===== src/rtl/seg_dec_pkg.sv =====
// ============================================================================
// seg_dec_pkg : shared types and segment encodings for seg_pattern_decoder
// Rev 1.0
// ============================================================================
`default_nettype none

package seg_dec_pkg;

  typedef enum logic [1:0] {
    IDLE   = 2'd0,
    SETTLE = 2'd1,
    LOCKED = 2'd2
  } state_e;

  typedef enum logic [1:0] {
    NUMERIC = 2'd0,
    MARKER  = 2'd1,
    ILLEGAL = 2'd2
  } pat_class_e;

  // Bit 7 is the sign/dot segment; negative values light it.
  localparam logic [7:0] SEG_NEG4   = 8'b11100110;
  localparam logic [7:0] SEG_NEG3   = 8'b11001111;
  localparam logic [7:0] SEG_NEG2   = 8'b11011011;
  localparam logic [7:0] SEG_NEG1   = 8'b10000110;
  localparam logic [7:0] SEG_POS0   = 8'b00111111;
  localparam logic [7:0] SEG_POS1   = 8'b00000110;
  localparam logic [7:0] SEG_POS2   = 8'b01011011;
  localparam logic [7:0] SEG_POS3   = 8'b01001111;
  localparam logic [7:0] SEG_MARKER = 8'b10000000;

endpackage

`default_nettype wire


===== src/rtl/seg_pattern_lut.sv =====
// ============================================================================
// seg_pattern_lut : combinational classifier/decoder for one 8-bit pattern
// Rev 1.0
// ============================================================================
`default_nettype none

module seg_pattern_lut
  import seg_dec_pkg::*;
(
  input  logic [7:0] pattern_i,
  output logic [1:0] class_o,
  output logic [2:0] value_o
);

  always_comb begin
    class_o = NUMERIC;
    value_o = 3'b000;
    case (pattern_i)
      SEG_NEG4:   value_o = 3'b100;
      SEG_NEG3:   value_o = 3'b101;
      SEG_NEG2:   value_o = 3'b110;
      SEG_NEG1:   value_o = 3'b111;
      SEG_POS0:   value_o = 3'b000;
      SEG_POS1:   value_o = 3'b001;
      SEG_POS2:   value_o = 3'b010;
      SEG_POS3:   value_o = 3'b011;
      SEG_MARKER: class_o = MARKER;
      default:    class_o = ILLEGAL;
    endcase
  end

endmodule

`default_nettype wire


===== src/rtl/seg_pattern_decoder.sv =====
// ============================================================================
// seg_pattern_decoder : stability-qualified seven-segment bus decoder
// Optional: define SEG_DEC_STICKY_ERR_EN to add err_sticky_o
// Rev 1.0
// ============================================================================
`default_nettype none

module seg_pattern_decoder
  import seg_dec_pkg::*;
#(
  parameter int STABLE_CYCLES = 4,
  parameter int ERR_CNT_W     = 8
) (
  input  logic                 clk_2,
  input  logic                 rst_n,
  input  logic [7:0]           seg_in,
  input  logic                 sample_en,
  input  logic                 clr_err_i,
  output logic [2:0]           value_o,
  output logic                 value_valid_o,
  output logic                 dot_only_o,
  output logic                 update_o,
  output logic                 err_o,
`ifdef SEG_DEC_STICKY_ERR_EN
  output logic                 err_sticky_o,
`endif
  output logic [ERR_CNT_W-1:0] err_count_o
);

  localparam int              CNT_W   = $clog2(STABLE_CYCLES + 1);
  localparam logic [CNT_W-1:0] CNT_ONE = CNT_W'(1);
  localparam logic [CNT_W-1:0] CNT_TGT = CNT_W'(STABLE_CYCLES);

  state_e               state_q, state_d;
  logic [7:0]           cand_q, cand_d;
  logic [CNT_W-1:0]     cnt_q, cnt_d;
  logic                 acc_q, acc_d;
  logic [7:0]           acc_pat_q, acc_pat_d;
  logic [2:0]           value_q, value_d;
  logic                 valid_q, valid_d;
  logic                 dot_q, dot_d;
  logic                 update_q, update_d;
  logic                 err_q, err_d;
  logic [ERR_CNT_W-1:0] err_cnt_q, err_cnt_d;
  logic [1:0]           lut_class;
  logic [2:0]           lut_value;
  logic                 illegal_acc;

  seg_pattern_lut u_lut (
    .pattern_i (acc_pat_q),
    .class_o   (lut_class),
    .value_o   (lut_value)
  );

  always_comb begin
    state_d   = state_q;
    cand_d    = cand_q;
    cnt_d     = cnt_q;
    acc_d     = 1'b0;
    acc_pat_d = acc_pat_q;
    case (state_q)
      IDLE: begin
        if (sample_en) begin
          cand_d  = seg_in;
          cnt_d   = CNT_ONE;
          state_d = SETTLE;
        end
      end
      SETTLE: begin
        if (sample_en) begin
          if (seg_in == cand_q) begin
            cnt_d = cnt_q + CNT_ONE;
          end else begin
            cand_d = seg_in;
            cnt_d  = CNT_ONE;
          end
        end
      end
      LOCKED: begin
        if (sample_en && (seg_in != cand_q)) begin
          cand_d  = seg_in;
          cnt_d   = CNT_ONE;
          state_d = SETTLE;
        end
      end
      default: state_d = IDLE;
    endcase
    // A fresh capture can complete immediately when only one sample is required.
    if ((state_d == SETTLE) && (cnt_d == CNT_TGT)) begin
      state_d   = LOCKED;
      acc_d     = 1'b1;
      acc_pat_d = cand_d;
    end
  end

  assign illegal_acc = acc_q && (lut_class == ILLEGAL);

  always_comb begin
    value_d   = value_q;
    valid_d   = valid_q;
    dot_d     = dot_q;
    update_d  = 1'b0;
    err_d     = 1'b0;
    err_cnt_d = err_cnt_q;
    if (acc_q) begin
      case (lut_class)
        NUMERIC: begin
          update_d = !valid_q || (lut_value != value_q);
          value_d  = lut_value;
          valid_d  = 1'b1;
          dot_d    = 1'b0;
        end
        MARKER: begin
          dot_d   = 1'b1;
          valid_d = 1'b0;
        end
        default: begin
          err_d = 1'b1;
          if (err_cnt_q != {ERR_CNT_W{1'b1}}) err_cnt_d = err_cnt_q + ERR_CNT_W'(1);
        end
      endcase
    end
    if (clr_err_i) err_cnt_d = '0;
  end

  always_ff @(posedge clk_2 or negedge rst_n) begin
    if (!rst_n) begin
      state_q   <= IDLE;
      cand_q    <= 8'h00;
      cnt_q     <= '0;
      acc_q     <= 1'b0;
      acc_pat_q <= 8'h00;
      value_q   <= 3'b000;
      valid_q   <= 1'b0;
      dot_q     <= 1'b0;
      update_q  <= 1'b0;
      err_q     <= 1'b0;
      err_cnt_q <= '0;
    end else begin
      state_q   <= state_d;
      cand_q    <= cand_d;
      cnt_q     <= cnt_d;
      acc_q     <= acc_d;
      acc_pat_q <= acc_pat_d;
      value_q   <= value_d;
      valid_q   <= valid_d;
      dot_q     <= dot_d;
      update_q  <= update_d;
      err_q     <= err_d;
      err_cnt_q <= err_cnt_d;
    end
  end

`ifdef SEG_DEC_STICKY_ERR_EN
  logic sticky_q, sticky_d;

  always_comb begin
    sticky_d = sticky_q | illegal_acc;
    if (clr_err_i) sticky_d = 1'b0;
  end

  always_ff @(posedge clk_2 or negedge rst_n) begin
    if (!rst_n) sticky_q <= 1'b0;
    else        sticky_q <= sticky_d;
  end

  assign err_sticky_o = sticky_q;
`else
  logic unused_illegal_acc;
  assign unused_illegal_acc = illegal_acc;
`endif

  assign value_o       = value_q;
  assign value_valid_o = valid_q;
  assign dot_only_o    = dot_q;
  assign update_o      = update_q;
  assign err_o         = err_q;
  assign err_count_o   = err_cnt_q;

endmodule

`default_nettype wire


===== config.mk =====
export PLATFORM = sky130hd
export DESIGN_NAME = seg_pattern_decoder
export DESIGN_NICKNAME = d
export VERILOG_FILES = /design/src/rtl/seg_dec_pkg.sv /design/src/rtl/seg_pattern_lut.sv /design/src/rtl/seg_pattern_decoder.sv
export SDC_FILE = /design/constraint.sdc
export NUM_CORES = 1
export LEC_CHECK = 0
export ABC_AREA = 1
export CORE_MARGIN = 2
export CORE_UTILIZATION = 50
export DETAILED_ROUTE_END_ITERATION = 6
export GPL_TIMING_DRIVEN = 0
export PLACE_DENSITY = 0.73
export SETUP_SLACK_MARGIN = 0.1
export SYNTH_ARGS = -nofsm -noshare
export SYNTH_HDL_FRONTEND = slang
export SYNTH_SLANG_ARGS = --single-unit

===== constraint.sdc =====
create_clock -name clk_2 -period 2 [get_ports clk_2]
set_input_delay 0.2 -clock clk_2 [delete_from_list [all_inputs] [get_ports clk_2]]
set_output_delay 0.2 -clock clk_2 [all_outputs]
set_load 0.01 [all_outputs]

==> out/results.ini, run 1 <==
[status]
status = finished, final reports clean

[setup_path]
critPathSlowestCell = dfrtp_1
required_ps = 2230
reg2reg_depth = 13
crit_chain = inv_1, buf_2, nand3_1, nand2_1, nand2_1, inv_1, nand2_1, nand2_2, nand3_4, nor2_8, buf_4, nand2_1, nand2_1
critPathBufInv = 4
start_kind = register
critical_path_depth = 13
arrival_ps = 2030
crit_top_cell = nand2_1
crit_type = reg -> reg
rr_startpoint = state_q[1]
endpoint_kind = register
cpLargestDelayFamily = simple AND/OR/NAND/NOR gates
slowest_delay_ps = 450
r2r_end = acc_pat_q[0]
rrSetupSlack_ps = 200
path_max_fanout = 10

[floorplanning]
initial_core_util = 0.511
die_y_um = 70.0
pin_count = 27
design.die.area_um2 = 4900
std_cell_rows = 24
fp.coreArea_um2 = 4260
die_w_um = 70.0

[clock_network]
cts.htree.levels = 2
clkSinkCount = 37
clk_latency_ps = 290
clockRootBuffer = clkbuf_8
numCtsBuffers = 5
cts_tree = built
clkTransAtPathRegs_ps = 80
cts_hold_buf = 0
clockBufferDepth = 2

[place]
post-dp-hpwl_um = 3210
place_area_um2 = 2500
gp_congestion = 0.859
portBuffers = 26

[route]
post_drt_wl_per_cell_um = 12.0
vias_per_cell = 5.17
firstDrtPassIters = 4
wl_um = 4580
drc = 0
vias = 1979
drtIter0Drc = 128
ant_nets = 0

[synthesis]
avgSynthCellArea_um2 = 7.46
ys_types = 28
syn_inst = 292
synth_top_area_cell = dfrtp_1
netlist_top_cells_area = dfrtp_1, nand2_1, inv_1
synth.area.mux_share = 0
synth_seq_cells = 37
synth_area_um2 = 2180
synth-edff-count = 0
async_reset_ff_frac = 1.00
syn-num-nets = 306
synth_top_family_by_area = simple AND/OR/NAND/NOR gates
synth_warnings = 0
yosys-top-cells-count = nand2_1, dfrtp_1, inv_1, nand3_1, nor2_1
synth-xor-area-share = 0.0362
ys_seq_area_frac = 0.425
synth_compound_area_frac = 0.0976
synth-simple-area-share = 0.357
synth_top_area_share = 0.425
yosysMostFrequentCell = nand2_1
ys.flop_type = dfrtp_1
synth_adder_area_share = 0.0115

[timing]
worst_pin_slew_ps = 827
finalSetupViolations = 0
clock-skew-final_ps = 7.57
slew_violations = 0
relSlewSlack = 0.449
finalCriticalPeriod_ps = 1800
finalCritPeriodShare = 0.902
fmax_ghz = 0.554
report.final.hold_viol_count = 0
rsz0062_at_grt = false

[global_routing]
grt_pass1_wl_um = 7800
antenna_found_initial = 0
grt_pass1_vias = 1816
grt_overflow_total = 0
grt_use_total = 0.197
grt_max_degree = 38

[final_layout]
diodes = 0
syn_to_final_growth_pct = 23.7
seq_area_um2 = 926
fin_nets = 344
drive_gt1_frac = 0.103
design_area_um2 = 2700
multi_input_area_um2 = 1130
filler_cell_count = 386

[flow_run]
max-cap-violations = 0

[hold_path]
hold_class = in -> async

[power_and_ir_drop]
p_total_uw = 1580
power_density_nw_per_um2 = 587
irDropWorstVdd_mv = 0.420
power_leakage_uw = 0.00138

==> kinds of logic (layout without fill, tap and decap cells) <==
logic type | after synthesis | after routing
DFF | 37 | 37
xor gates and xnor gates | 9 | 9
AOI/OAI and AO/OA | 31 | 31
adders and majority gates | 2 | 2
buffers and inverters | 42 | 81
and+or+nand+nor | 171 | 171
==> routing by layer <==
metal,vias to the layer above,GRT usage,share of wire
li1,1023,-,-
met1,926,0.249,0.47
met2,22,0.338,0.48
met3,8,0.0346,0.035
met4,0,0.0705,0.016
met5,-,0,0
==> worst max path at each step <==
stage / from / to / slack [ps]
floorplan: acc_pat_q[4] / err_count_o[1] / 480
CTS: cand_q[0] / acc_pat_q[5] / 130
global route: state_q[1] / acc_pat_q[2] / 70
detailed placement: seg_in[0] / acc_pat_q[5] / -140
global placement: rst_n / value_o[1] / -210
finish: state_q[1] / acc_pat_q[0] / 200
==> power breakdown <==
group | total [uW] | internal [uW] | switching [uW]
registers | 805 | 779 | 26.7
logic | 201 | 84.2 | 117
clock network | 576 | 312 | 264
total | 1580 | 1170 | 408
==> layout by cell type, fill, tap and decap left out, types with 3 or more instances in the layout <==
cell and n:
xnor2_1 4, o221ai_1 8, nand3_1 24, nor3_1 4, buf_4 3, inv_1 33
nand2_2 3, o21ai_0 9, clkdlybuf4s50_1 24, nand4_1 7, o21bai_1 9, inv_2 6
clkbuf_8 7, nand2_1 102, dfrtp_1 37, xor2_1 5, nor2_1 18
==> timing repair <==
item | in CTS | in global routing
resized for setup | 0 | 14
endpoints found under the setup margin | 0 | 24
endpoints found under the hold margin | 0 | 0
setup buffers | 0 | 5
==> area by class of cell <==
cell class | count | area share
Timing Repair Buffer | 31 | 0.116
Multi-Input combinational cell | 213 | 0.420
Inverter | 39 | 0.0543
Clock inverter | 1 | 0.00186
Sequential cell | 37 | 0.343
Buffer | 3 | 0.00464
Tap cell | 52 | 0.0241
Clock buffer | 7 | 0.0357
==> through the flow <==
stage | TNS [ps] | worst slack [ps] | utilization | cells | hold WS (ps)
5_1_grt | 0 | 67.9 | 0.632 | 383 | 73.2
2_1_floorplan | 0 | 485 | - | 292 | -95.6
4_1_cts | 0 | 127 | 0.610 | 378 | 37.5
6_report | 0 | 196 | 0.632 | 383 | 1.33
3_5_place_dp | -1180 | -140 | 0.586 | 370 | 358
3_3_place_gp | -8570 | -210 | 0.587 | 370 | 459
==> registers in the layout, summed over array words and instances (netlist names), 2 cells and up <==
signal,count
acc_pat_q,8
state_q,2
err_count_o,8
cnt_q,3
value_o,3
cand_q,8
Power figures use the tool's default switching activity.
==> run 2: changes to the inputs <==
--- a/config.mk
+++ b/config.mk
@@ -6,6 +6,7 @@
 export NUM_CORES = 1
 export LEC_CHECK = 0
 export ABC_AREA = 1
+export CAP_MARGIN = 20
 export CORE_MARGIN = 2
 export CORE_UTILIZATION = 50
 export DETAILED_ROUTE_END_ITERATION = 6
==> results of run 2 <==
Final layout, timing and power as in run 1 (identical DEF).
==> edit 1: new RTL, config.mk and constraints of run 2 <==
Put one more register stage on the output `err_o`, cleared by the reset. The value now appears one clock later. The other outputs are not delayed to match.
--- a/src/rtl/seg_pattern_decoder.sv
+++ b/src/rtl/seg_pattern_decoder.sv
@@ -176,3 +176,9 @@
   assign update_o      = update_q;
-  assign err_o         = err_q;
+  always_ff @(posedge clk_2 or negedge rst_n) begin
+    if (!rst_n) begin
+      err_o <= '0;
+    end else begin
+      err_o <= err_q;
+    end
+  end
   assign err_count_o   = err_cnt_q;
Check against the original RTL: not equivalent (a bounded check fails within 10 cycles, from zero or initial values and one cycle with rst_n low).
==> edit 1 against run 2 <==
Area after synthesis grew 1.1%; design area shrank 0.65%; hold slack gained 0.016 ns; setup slack gained 0.0020 ns; clock power shrank 14%; total power shrank 3.7%; sequential share of layout area grew 1.2 points; sequential cell count grew 1; final cell count shrank 0.26%; clock skew shrank 0.0032 ns; wire length grew 7.2%.
==> edit 1: results (changes against run 2) <==
| Metric | Value |
|---|---|
| Fin crit period | `1.80 ns (-0.00196 ns)` |
| Dpl ws | `-0.120 ns (+0.0205 ns)` |
| Avg WL per Cell | `12.9 µm (+7.5%)` |
| Placed Cells incl. Taps | `371 (+0.27%)` |
| Largest net degree at the start of global routing | `39 (+2.6%)` |
| Proportion of layout cells with a drive suffix above 1 | `9.39% (-0.88 points)` |
| Grt met3 use | `4.62% (+1.2 points)` |
| Vias in the first global route | `1834 (+0.99%)` |
| Area contributors post-synth | `dfrtp_1, nand2_1, inv_1` |
| Routed length on met1 | `2.33 mm (+8.8%)` |
| WHS | `0.0173 ns (+0.0160 ns)` |
| Net switching power | `0.401 mW (-1.9%)` |
| Cell Area, Placed | `0.00252 mm² (+1.0%)` |
| Met2 Use GR | `32.8% (-0.95 points)` |
| Status | `complete, no violations` |
| Tot GR Track Use | `20.3% (+0.66 points)` |
| Signal buf overhead | `10.6% (-1.4 points)` |
| Register area | `951 µm² (+2.7%)` |
| Cell Pwr Density | `569 mW/mm² (-3.1%)` |
| Synthesized Nets | `307 (+0.33%)` |
| Fraction of area in multi-input gates | `43.1% (+1.1 points)` |
| Syn_area_per_cell | `7.52 µm² (+0.80%)` |
| Worst vdd ir | `307 µV (-27%)` |
| Met2 routed WL | `2.31 mm (+4.4%)` |
| DRT iter0 DRCs | `180 (+41%)` |
| FF-to-FF End | `state_q[1]$_DFF_PN0_` |
| P&R area growth vs syn | `21.5%` |
| Comb_multi_in | `215 (+0.94%)` |
| Global-route wire length before repair | `8.12 mm (+4.1%)` |
| Clock network share of area | `2.85% (-0.91 points)` |
| Clock Sinks | `38 (+2.7%)` |
==> edit 1: cell types whose count changed after synthesis <==
cell,run 2,this run
dfrtp_1,37,38
==> edit 1: how the worst min path moves through the flow <==
stage / endpoint / cells after the start
2_1_floorplan: acc_pat_q[0]$_DFFE_PN0P_ / 0
3_3_place_gp: err_o$_DFF_PN0_ / 0
3_5_place_dp: err_o$_DFF_PN0_ / 0
4_1_cts: cnt_q[0]$_DFF_PN0_ / 1
5_1_grt: cnt_q[0]$_DFF_PN0_ / 1
6_report: cnt_q[0]$_DFF_PN0_ / 1
==> edit 1: cells by family (layout without fill, tap and decap cells) <==
| logic type | after synthesis | in the layout | share of synthesized area (%) |
|---|---|---|---|
| buffers and inverters | 42 | 77 | 7.21 |
| adders and majority gates | 2 | 2 | 1.13 |
| DFF | 38 | 38 | 43.1 |
| xor gates and xnor gates | 9 | 9 | 3.58 |
| and+or+nand+nor | 171 | 173 | 35.3 |
| AOI/OAI and AO/OA | 31 | 31 | 9.65 |
==> edit 2: new RTL, flow settings as in run 2 <==
Without the edit above. The option `SEG_DEC_STICKY_ERR_EN` is turned on by a define.
--- a/src/rtl/seg_pattern_decoder.sv
+++ b/src/rtl/seg_pattern_decoder.sv
@@ -6,2 +6,4 @@
 `default_nettype none
+
+`define SEG_DEC_STICKY_ERR_EN
 
Formal check against the unedited RTL (old outputs only; new: err_sticky_o): equivalent (Yosys induction, for registers that start in step).
==> edit 2 against run 2 <==
The flow now finishes with violations (hold timing); design area unchanged; non-clock buffer count down 3; sequential cell count rose by 1; critical endpoint is now err_count_o[5]$_DFFE_PN0P_; wire length is 0.26% lower; area after synthesis up 2.5%; first-iteration DRC count up 18%; setup slack better by 0.069 ns; largest cell class unchanged; synthesized cell count down 2.4%.
Power is not compared: it rests on default switching activity, and its combinational part moved more than twofold at a synthesized area within 25%.
==> edit 2: results (changes against run 2) <==
| Metric | Value |
|---|---|
| Worst Skew | `0.00413 ns (-0.00345 ns)` |
| H-tree levels | `2 (unchanged)` |
| Status | `finished, violations left` |
| Port bufs | `27 (+3.8%)` |
| Filler cells | `399 (+3.4%)` |
| Worst-path maximum fanout | `9 (-1)` |
| Avg WL per Cell | `12.3 µm (+2.7%)` |
| Synth async-reset ratio | `100% (unchanged)` |
| Final number of hold-violating endpoints | `4 (+4)` |
| Root Buffer Master | `clkbuf_8` |
| R2r setup slk | `0.26 ns (+0.07 ns)` |
| Worst setup path startpoint | `err_count_o[0]$_DFFE_PN0P_` |
| Sequential share of the synthesized area | `42.6% (+0.073 points)` |
| Vias per inst | `5.26 (+1.9%)` |
| Period utilization | `86.8% (-3.4 points)` |
| Tot GR Track Use | `20.3% (+0.60 points)` |
| Final net count | `333 (-3.2%)` |
| Worst rel slew slack | `44.4% (-0.50 points)` |
| Largest net degree at the start of global routing | `39 (+2.6%)` |
| HPWL after detailed placement | `3.30 mm (+2.9%)` |
| Proportion of layout cells with a drive suffix above 1 | `12.2% (+1.9 points)` |
| WHS | `-0.00717 ns (-0.00851 ns)` |
| DRT iter0 DRCs | `151 (+18%)` |
| Most instantiated cells after synthesis | `nand2_1, dfrtp_1, nand3_1` |
| Count of cell types in the netlist | `32 (+14%)` |
| Vias in the first global route | `1856 (+2.2%)` |
| RePlAce Congestion | `0.894 (+4.1%)` |
| Violated checks | `hold timing` |
| CP arrival | `1.93 ns (-0.10 ns)` |
| Area contributors post-synth | `dfrtp_1, nand2_1, nand3_1` |
| Dpl ws | `-0.0487 ns (+0.0917 ns)` |
| Clock buffer depth | `2 (unchanged)` |
| Initial antenna violation count | `0 (unchanged)` |
| Synthesized Nets | `299 (-2.3%)` |
| Worst reg2reg path startpoint | `err_count_o[0]$_DFFE_PN0P_` |
| Global-route wire length before repair | `8.27 mm (+6.0%)` |
| Critical path's top delay family | `simple AND/OR/NAND/NOR gates` |
| Worst-Skew Late Latency | `0.30 ns` |
## edit 2: cell types whose count changed after synthesis, moves of 3 or more
| cell | change |
|---|---|
| nor3_2 | +4 |
| nand3b_1 | +3 |
| nor2_2 | +3 |
| o21bai_1 | -9 |
| inv_2 | +4 |
| inv_1 | -6 |
| nand2_1 | -23 |
| nand3_1 | +8 |
## edit 2: kinds of logic (layout without fill, tap and decap cells)
family	count (synthesis)	after routing	synth area share [%]
and+or+nand+nor	169	169	37.9
buffers and inverters	41	76	6.94
xor gates and xnor gates	10	10	3.92
adders and majority gates	2	2	1.12
DFF	38	38	42.6
AOI/OAI and AO/OA	25	25	7.56
## edit 2: per-stage QoR
step                hold WS (ns)  util, %  instances  instance area [µm²]  power (mW)
global route              0.0851     62.4        372                 2700        2.62
global placement           0.477     59.4        364                 2570        1.77
finish                  -0.00717     62.4        372                 2700        2.45
CTS                       0.0359     62.0        372                 2680        2.47
detailed placement         0.363     59.3        364                 2560        1.79
floorplan                -0.0956        -        285                 2230        1.57
## edit 2: worst paths after layout
check                           cells after the start                    endpoint
worst max-delay path                                9  err_count_o[5]$_DFFE_PN0P_
worst min-delay path                                1         cand_q[3]$_DFF_PN0_
worst max register to register                      9  err_count_o[5]$_DFFE_PN0P_
worst min register to register                      2    acc_pat_q[0]$_DFFE_PN0P_
max in group asynchronous                           1          update_o$_DFF_PN0_
min in group clk_2                                  2    acc_pat_q[0]$_DFFE_PN0P_
## edit 2: cell type report
| cell class | instances | share of cell area, % |
|---|---|---|
| clock inverters | 3 | 1.67 |
| flip-flops and latches | 38 | 35.3 |
| plain buffers | 4 | 0.603 |
| inverters | 37 | 5.15 |
| repair buffers | 27 | 9.84 |
| multi-input cells | 206 | 42.5 |
| clock buffers | 5 | 2.55 |
| well taps | 52 | 2.41 |
## edit 2: power by group
part           total (mW)  leakage [nW]  internal [mW]  switching, mW
Combinational       0.712         0.806          0.272          0.440
Sequential           1.07         0.483          0.925          0.149
Clock               0.668        0.0504          0.371          0.297
Total                2.45          1.34           1.57          0.885
## edit 2: layer usage
| layer | vias up | track usage (%) | wire length (µm) |
|---|---|---|---|
| li1 | 1006 | - | - |
| met1 | 913 | 26.6 | 2220 |
| met2 | 32 | 33.5 | 2150 |
| met3 | 7 | 4.42 | 144 |
| met4 | 0 | 6.50 | 57 |
| met5 | - | 0 | 0 |
## edit 2: what timing repair did
item / 4_1_cts / 5_1_grt
setup endpoints to repair: 0 / 9
endpoints found under the hold margin: 0 / 0
gates resized for setup: 0 / 3
